--- config.mk ---
export PLATFORM = sky130hd
export DESIGN_NAME = led_fader
export DESIGN_NICKNAME = d
export VERILOG_FILES = /design/src/rtl/led_pkg.sv /design/src/rtl/led_fader_pwm_channel.sv /design/src/rtl/led_fader.sv
export SDC_FILE = /design/constraint.sdc
export NUM_CORES = 1
export LEC_CHECK = 0
export CORE_MARGIN = 2
export CORE_UTILIZATION = 25
export CTS_BUF_LIST = sky130_fd_sc_hd__clkbuf_4 sky130_fd_sc_hd__clkbuf_8 sky130_fd_sc_hd__clkbuf_16
export DETAILED_ROUTE_END_ITERATION = 10
export PLACE_DENSITY = 0.4
export REMOVE_ABC_BUFFERS = 1
export SYNTH_ARGS = -nofsm -noshare
export SYNTH_HDL_FRONTEND = slang
export SYNTH_SLANG_ARGS = --single-unit
export TNS_END_PERCENT = 50
--- constraint.sdc ---
create_clock -name clk -period 2.1 [get_ports clk]
set_input_delay 0.21 -clock clk [delete_from_list [all_inputs] [get_ports clk]]
set_output_delay 0.21 -clock clk [all_outputs]
set_load 0.005 [all_outputs]
--- src/rtl/led_pkg.sv ---
// Shared constants for the LED fader: channel indices, colour bit mapping
// and the fade FSM state encoding.
package led_pkg;

  localparam int NUM_CH = 3;

  // colour bit i drives channel i
  localparam int CH_R = 0;
  localparam int CH_G = 1;
  localparam int CH_B = 2;

  localparam logic [2:0] COLOUR_OFF   = 3'b000;
  localparam logic [2:0] COLOUR_RED   = 3'b001;
  localparam logic [2:0] COLOUR_GREEN = 3'b010;
  localparam logic [2:0] COLOUR_BLUE  = 3'b100;

  typedef enum logic {
    IDLE   = 1'b0,
    FADING = 1'b1
  } fade_state_t;

endpackage

--- src/rtl/led_fader_pwm_channel.sv ---
// One fader channel: working duty that ramps toward on/off, a shadow copy
// taken at the PWM period boundary, and the registered PWM output.
module pwm_channel
  import led_pkg::*;
#(
  parameter int PWM_BITS = 8
) (
  input  logic                clk,
  input  logic                rst,
  input  logic [PWM_BITS-1:0] pwm_cnt,
  input  logic                target_on,
  input  logic                step,
  input  logic                load,
  output logic                pwm,
  output logic                at_target
);

  localparam logic [PWM_BITS-1:0] MAX_DUTY = {PWM_BITS{1'b1}};

  logic [PWM_BITS-1:0] duty;
  logic [PWM_BITS-1:0] duty_sh;
  logic [PWM_BITS-1:0] target;

  assign target    = target_on ? MAX_DUTY : '0;
  assign at_target = (duty == target);

  always_ff @(posedge clk or negedge rst) begin
    if (!rst) begin
      duty    <= '0;
      duty_sh <= '0;
      pwm     <= 1'b0;
    end else begin
      // target is always an endpoint, so its value alone gives the direction
      if (step && !at_target)
        duty <= target_on ? duty + 1'b1 : duty - 1'b1;
      if (load)
        duty_sh <= duty;
      pwm <= (pwm_cnt < duty_sh);
    end
  end

endmodule

--- src/rtl/led_fader.sv ---
// RGB cross-fader: registers the sequencer colour code and ramps each
// channel's PWM duty linearly toward full-on or off.
//
//   state  | meaning
//   IDLE   | every channel at its target, prescaler held at 0
//   FADING | prescaler running, all channels step together on each wrap
module led_fader
  import led_pkg::*;
#(
  parameter int PWM_BITS    = 8,
  parameter int STEP_CYCLES = 4
) (
  input  logic       clk,
  input  logic       rst,
  input  logic [2:0] colour,
  output logic       pwm_r,
  output logic       pwm_g,
  output logic       pwm_b,
  output logic       busy
);

  localparam logic [PWM_BITS-1:0] MAX_DUTY = {PWM_BITS{1'b1}};
  localparam int                  PS_W     = (STEP_CYCLES > 1) ? $clog2(STEP_CYCLES) : 1;
  localparam logic [PS_W-1:0]     PS_LAST  = PS_W'(STEP_CYCLES - 1);

  logic [2:0]          colour_q;
  logic [PWM_BITS-1:0] pwm_cnt;
  logic [PS_W-1:0]     presc;
  fade_state_t         state;
  logic [NUM_CH-1:0]   at_target;
  logic                step;
  logic                load;

  assign step = (state == FADING) && (presc == PS_LAST);
  assign load = (pwm_cnt == MAX_DUTY);
  assign busy = (state == FADING);

  always_ff @(posedge clk or negedge rst) begin
    if (!rst) begin
      colour_q <= '0;
      pwm_cnt  <= '0;
    end else begin
      colour_q <= colour;
      pwm_cnt  <= pwm_cnt + 1'b1;
    end
  end

  // A target change mid-fade keeps FADING and the prescaler phase untouched
  always_ff @(posedge clk or negedge rst) begin
    if (!rst) begin
      state <= IDLE;
      presc <= '0;
    end else begin
      case (state)
        IDLE: begin
          presc <= '0;
          if (!(&at_target))
            state <= FADING;
        end
        FADING: begin
          if (&at_target) begin
            state <= IDLE;
            presc <= '0;
          end else if (step) begin
            presc <= '0;
          end else begin
            presc <= presc + 1'b1;
          end
        end
        default: begin
          state <= IDLE;
          presc <= '0;
        end
      endcase
    end
  end

  pwm_channel #(.PWM_BITS(PWM_BITS)) u_ch_r (
    .clk       (clk),
    .rst       (rst),
    .pwm_cnt   (pwm_cnt),
    .target_on (colour_q[CH_R]),
    .step      (step),
    .load      (load),
    .pwm       (pwm_r),
    .at_target (at_target[CH_R])
  );

  pwm_channel #(.PWM_BITS(PWM_BITS)) u_ch_g (
    .clk       (clk),
    .rst       (rst),
    .pwm_cnt   (pwm_cnt),
    .target_on (colour_q[CH_G]),
    .step      (step),
    .load      (load),
    .pwm       (pwm_g),
    .at_target (at_target[CH_G])
  );

  pwm_channel #(.PWM_BITS(PWM_BITS)) u_ch_b (
    .clk       (clk),
    .rst       (rst),
    .pwm_cnt   (pwm_cnt),
    .target_on (colour_q[CH_B]),
    .step      (step),
    .load      (load),
    .pwm       (pwm_b),
    .at_target (at_target[CH_B])
  );

endmodule

* Word-level counts from Yosys, hierarchy flattened *
Index checks and enable logic that the tools add are counted.

cells by class
  add/sub/neg operators = 8
  $mul = 0
  div/mod/pow operators = 0
  order comparisons = 3
  eq/ne operators = 5
  shifts and indexed selects = 0
  multiplexer cells = 10
  bitwise operators = 1
  reduce and logical (&&, ||, !) cells = 8

operator list
  operator             number
  $mux 8               6
  $add 8x1->8 const B  4
  $eq 8x8->1           3
  $lt 8x8->1           3
  $sub 8x1->8 const B  3
  $eq 8x8->1 const B   1
  $logic_and 1x1->1    4
  $mux 2               2
  $pmux 2 s2           1
  $logic_not 1->1      3
  $reduce_and 3->1     1
  $add 2x1->2 const B  1
  $eq 2x2->1 const B   1
  $mux 1               1
  $not 1->1            1

word-level totals
  register bits = 65
  latch bits = 0
  bits in writable memories = 0
  memory bits (read-only) = 0
  input port bits = 5
  output and inout port bits = 4
  word-level logic and storage cells = 48
  memories = 0

* Longest topological paths before layout *
  depth in word-level cells = 5
  depth in mapped cells = 8
  depth with buffers taken out = 7

* Cells and area by module *
A second synthesis with hierarchy kept.

unflattened totals
  cells, all modules = 358
  area, all modules = 3667.3 um^2

modules (own cells, without submodules)
  module       times used  cells an instance  area an instance (um^2)  sequential area each (um^2)
  pwm_channel  3           107                1049.8                   425.4
  led_fader    1           37                 518.0                    350.3

* Worst setup path before layout *
No wires, ideal clock.

  path type = register -> register
  start point = reg colour_q[2]
  end point = reg u_ch_b.duty[1]
  arrival = 1.723 ns
  data required time = 1.975 ns
  path slack = 0.252 ns
  cell stages (with the launch flop) = 7
  buffers on the path = 0
  clock period less this slack = 1.848 ns
  cells stage by stage = dfrtp_1 inv_1 ha_1 nand4_1 a211oi_2 nor2_2 mux2_2

on the way
  longest elaborated chain between the ends = 4
  elaborated cells on any way between the ends = 5
  classes of those cells = eq/ne (1); mux (2); reduce/logical (2)

RTL lines
  what                    line                         source
  from (decl)             led_fader.sv:26              logic [2:0] colour_q;
  from (signal assigned)  led_fader.sv:43              colour_q <= colour;
  $mux 8                  led_fader_pwm_channel.sv:24  assign target = target_on ? MAX_DUTY : '0;
  $eq 8x8->1              led_fader_pwm_channel.sv:25  assign at_target = (duty == target);
  $logic_not 1->1         led_fader_pwm_channel.sv:34  if (step && !at_target)
  $logic_and 1x1->1       led_fader_pwm_channel.sv:34
  to (signal assigned)    led_fader_pwm_channel.sv:35  duty <= target_on ? duty + 1'b1 : duty - 1'b1;
  to (decl)               led_fader_pwm_channel.sv:20  logic [PWM_BITS-1:0] duty;

Several ways; a longest one is shown, not always the timed one.
A chain may end at the register's enable or synchronous reset.

* Worst setup path in the final report *
  start point = reg u_ch_r.duty[0]
  end point = reg u_ch_r.duty[6]

on the way
  longest elaborated chain between the ends = 3
  elaborated cells on any way between the ends = 6
  classes of those cells = add/sub (2); eq/ne (1); mux (1); reduce/logical (2)

RTL lines
  what                                                 line
  from (decl)                                          led_fader_pwm_channel.sv:20
  from (signal assigned)                               led_fader_pwm_channel.sv:35
  branches (longest 3 deep; another with $sub 8x1->8)  --

Several ways; the timed one is not identified.

==> results.txt <==
----------------------------------------------------
[Synth]
  Share of the synthesized area in compound gates (AO/OA/AOI/OAI) ... 15.0%
  Warning count from the yosys run ... 0
  Fraction of synthesized area in multiplexers ... 5.55%
  Cell area after technology mapping ... ~3700 sq um
  Xor-xnor portion of the synthesized cell area ... 6.47%
  Main combinational cell family by area after synthesis ... adder cells
  Simple-Gate Fraction of Synth Area ... 9.52%
  Average cell area after synthesis ... 10.5 sq um
  Synthesized netlist cell count ... between 300 and 400
  Sequential fraction of the synthesis area ... 44.5%
  Number of synthesized register bits ... 65
  Yosys cell types ... 30
  Synthesized-area fraction occupied by adder cells ... ~16%

[Floorplan]
  Floorplan die height ... 125 um
  I/O pins ... 9
  Floorplan row count ... 44
  Effective utilization at floorplan ... 25.3%
  Core area ... 14400 sq um
  Chip Width ... 125 um
  Area of the die ... 15600 sq um

[CTS]
  Number of H-tree branching levels ... 3
  Root Buffer ... clkbuf_16
  Later-pin clock latency in the skew report ... 0.33 ns
  Total CTS buffers ... 9
  CTS tree ... yes
  Clock-pin slew of the registers on the worst-case setup and hold paths ... ~0.060 ns
  Maximum number of buffers from clock root to sink ... 2
  Clock tree sinks ... 65

[STA]
  Max_slew headroom ... 64.1%
  Worst-margin pin slew ... 0.539 ns
  Max Fclk ... 504 MHz
  Largest clock skew in the final design ... 0.00603 ns
  Final number of setup-violating endpoints ... 0
  Post-route setup TNS ... 0 ns
  Final hold violation count ... 0
  Ratio of final minimum period to clock period ... 94.4%
  RSZ-0062 raised after global routing ... false
  Period minus WS final ... 1.98 ns
  Pins over their slew limit ... 0

[Routing]
  Number of detailed-route iterations in the first pass ... 4
  Detailed Route WL ... around 7.5 mm
  Antenna Nets Post-Route ... 0
  DR DRC count ... 0
  Number of vias per cell after detailed routing ... 4.49
  Post-detailed-route wirelength per cell ... 13.3 um
  Initial drt markers ... 118
  Vias after detailed routing ... around 2600

[Critical path]
  Data required time of the critical path ... about 2.3 ns
  Type of element launching the critical path ... flip-flop
  Arrival time at the worst endpoint ... about 2.2 ns
  Class of the most critical setup path ... reg2reg
  Worst reg-to-reg setup slack ... about 0.12 ns
  Critical Path Sink Type ... flip-flop
  Highest net fanout along the worst path ... 6

[Outcome]
  Outcome ... finished clean

[Hold path]
  Worst min-delay path class ... in2reg

[GRT]
  Remaining Overflow, GRT ... 0
  First-pass GRT wire length ... 13.0 mm
  Overall global routing resource usage ... 10.6%
  Antenna violations before repair ... 0
  Maximum number of pins on one net before global-route repair ... 46
  Vias in the first global route ... between 2000 and 3000

[Flow run]
  Count of max-cap constraint violations ... 0

[Finish]
  Area of all placed cells without fillers ... 4460 sq um
  Share of the core filled with cells in the final layout ... 30.9%
  Layout overhead on the synthesized area ... 22.0%
  Total inserted antenna cells ... 0
  Register cell area after layout ... 1630 sq um
  Area taken by multi-input logic gates ... 1960 sq um
  Fraction of layout cells with a size suffix above 1 ... 17.4%
  Nets ... 428
  Count of fill cells added during filler insertion ... between 1500 and 2000

[Power and ir drop]
  Final total power ... 5060 uW
  Worst vdd ir ... 0.481 mV
  Standby leakage power ... 0.00194 uW
  PwrDens ... between 1000 and 1500 nW/um^2

[Place]
  # port buffers ... 8
  Sum of net half-perimeters after detailed placement ... 5.49 mm
  Instance area after placement ... ~4000 sq um
  Final weighted congestion in routability-driven placement ... 0.724

----------------------------------------------------
Yosys cell counts, drive strengths merged:
master	n	area, sq um
dfrtp	65	1630
ha	41	513
o21ai	36	180
nand2	33	124
inv	25	93.8
a21oi	23	115
xnor2	19	166
mux2	18	203
a21o	11	83.8
nand3	10	50.1
nor2	10	45.1
a211oi	9	82.6
xor2	8	70.1
and3	6	37.5
o21bai	5	37.5
a221oi	3	26.3
buf	3	15.0
fa	3	60.1
nand2b	3	18.8
nand4	3	18.8
nor4	3	18.8
or3	3	18.8
clkbuf	2	7.51
nor3	2	10.0
o31a	2	17.5
a31oi	1	6.26
and2	1	6.26
metrics by stage:
stage	std cells	setup WS [ns]	hold slack [ns]
after floorplan	343	-0.0313	-0.0856
after global placement	549	-0.0718	0.226
after detailed placement	549	-0.0502	0.230
after CTS	566	0.000422	0.316
after global routing	568	0.00731	0.311
final	568	0.117	0.325
power breakdown:
part,switching [uW],internal (uW),total (uW)
Sequential,260,1480,1740
Clock,551,1100,1650
Combinational,828,841,1670
routing by layer:
layer  up-vias  share of wire [%]  global-route usage (%)
met3         8                1.6                    2.45
met2        15                 46                    16.0
met1      1238                 51                    14.4
met4         0                1.6                    5.10
li1       1292                  -                       -
met5         -                  0                       0
state kept, by name, summed over array words and instances (netlist names), 2 cells and up:
name            flops
u_ch_b.duty_sh      8
pwm_cnt             8
u_ch_g.duty         8
u_ch_r.duty         8
u_ch_b.duty         8
u_ch_g.duty_sh      8
u_ch_r.duty_sh      8
presc               2
colour_q            3
final timing paths:
check,end,start,cells past startpoint
min reg2reg,presc[0]$_DFF_PN0_,presc[0]$_DFF_PN0_,1
max,u_ch_r.duty[6]$_DFFE_PN0P_,u_ch_r.duty[0]$_DFFE_PN0P_,6
min,colour_q[0]$_DFF_PN0_,colour[0],1
min in group asynchronous,u_ch_g.duty[6]$_DFFE_PN0P_,rst,2
max in group asynchronous,u_ch_b.duty[3]$_DFFE_PN0P_,rst,3
max reg2reg,u_ch_r.duty[6]$_DFFE_PN0P_,u_ch_r.duty[0]$_DFFE_PN0P_,6
critical path, stage by stage (launching register included):
cell and delay, ns:
dfrtp_1 0.46, fa_1 0.51, a211oi_2 0.27, o21bai_1 0.10
a21oi_1 0.18, xnor2_1 0.08, mux2_2 0.26
layout by cell type (no fill, tap or decap), types with 3 or more instances in the layout:
cell type         n
a211oi_1          3
a211oi_2          4
a21o_1           10
a21oi_1          22
a221oi_1          3
and3_1            6
buf_4            15
clkbuf_16         9
clkdlybuf4s50_1   7
dfrtp_1          65
fa_1              3
ha_1             39
inv_1            22
inv_2             3
mux2_2           18
nand2_1          33
nand2b_1          3
nand3_1          10
nand4_1           3
nor2_1            7
nor4_1            3
o21ai_0          36
o21bai_1          5
or3_1             3
xnor2_1          19
xor2_1            8
logic make-up after synthesis:
group | Yosys count
DFF | 65
and+or+nand+nor | 74
adders and majority gates | 44
xor gates and xnor gates | 27
muxes | 18
AOI/OAI and AO/OA | 90
buffers and inverters | 30
cell type report:
type                            count  area share (%)
Clock buffer                       11            5.67
Clock inverter                      5            1.74
Inverter                           25            2.11
Multi-Input combinational cell    253            43.9
Sequential cell                    65            36.5
Tap cell                          184            5.17
Timing Repair Buffer               25            4.88
repair_timing:
item | in CTS | in global routing
hold buffers | 1 | 0
pin swaps | 0 | 2
hold endpoints to repair | 20 | 0
buffers inserted | 0 | 2
endpoints found under the setup margin | 12 | 22
resized for setup | 3 | 10
Note: power is estimated with default switching activity, not from simulation.
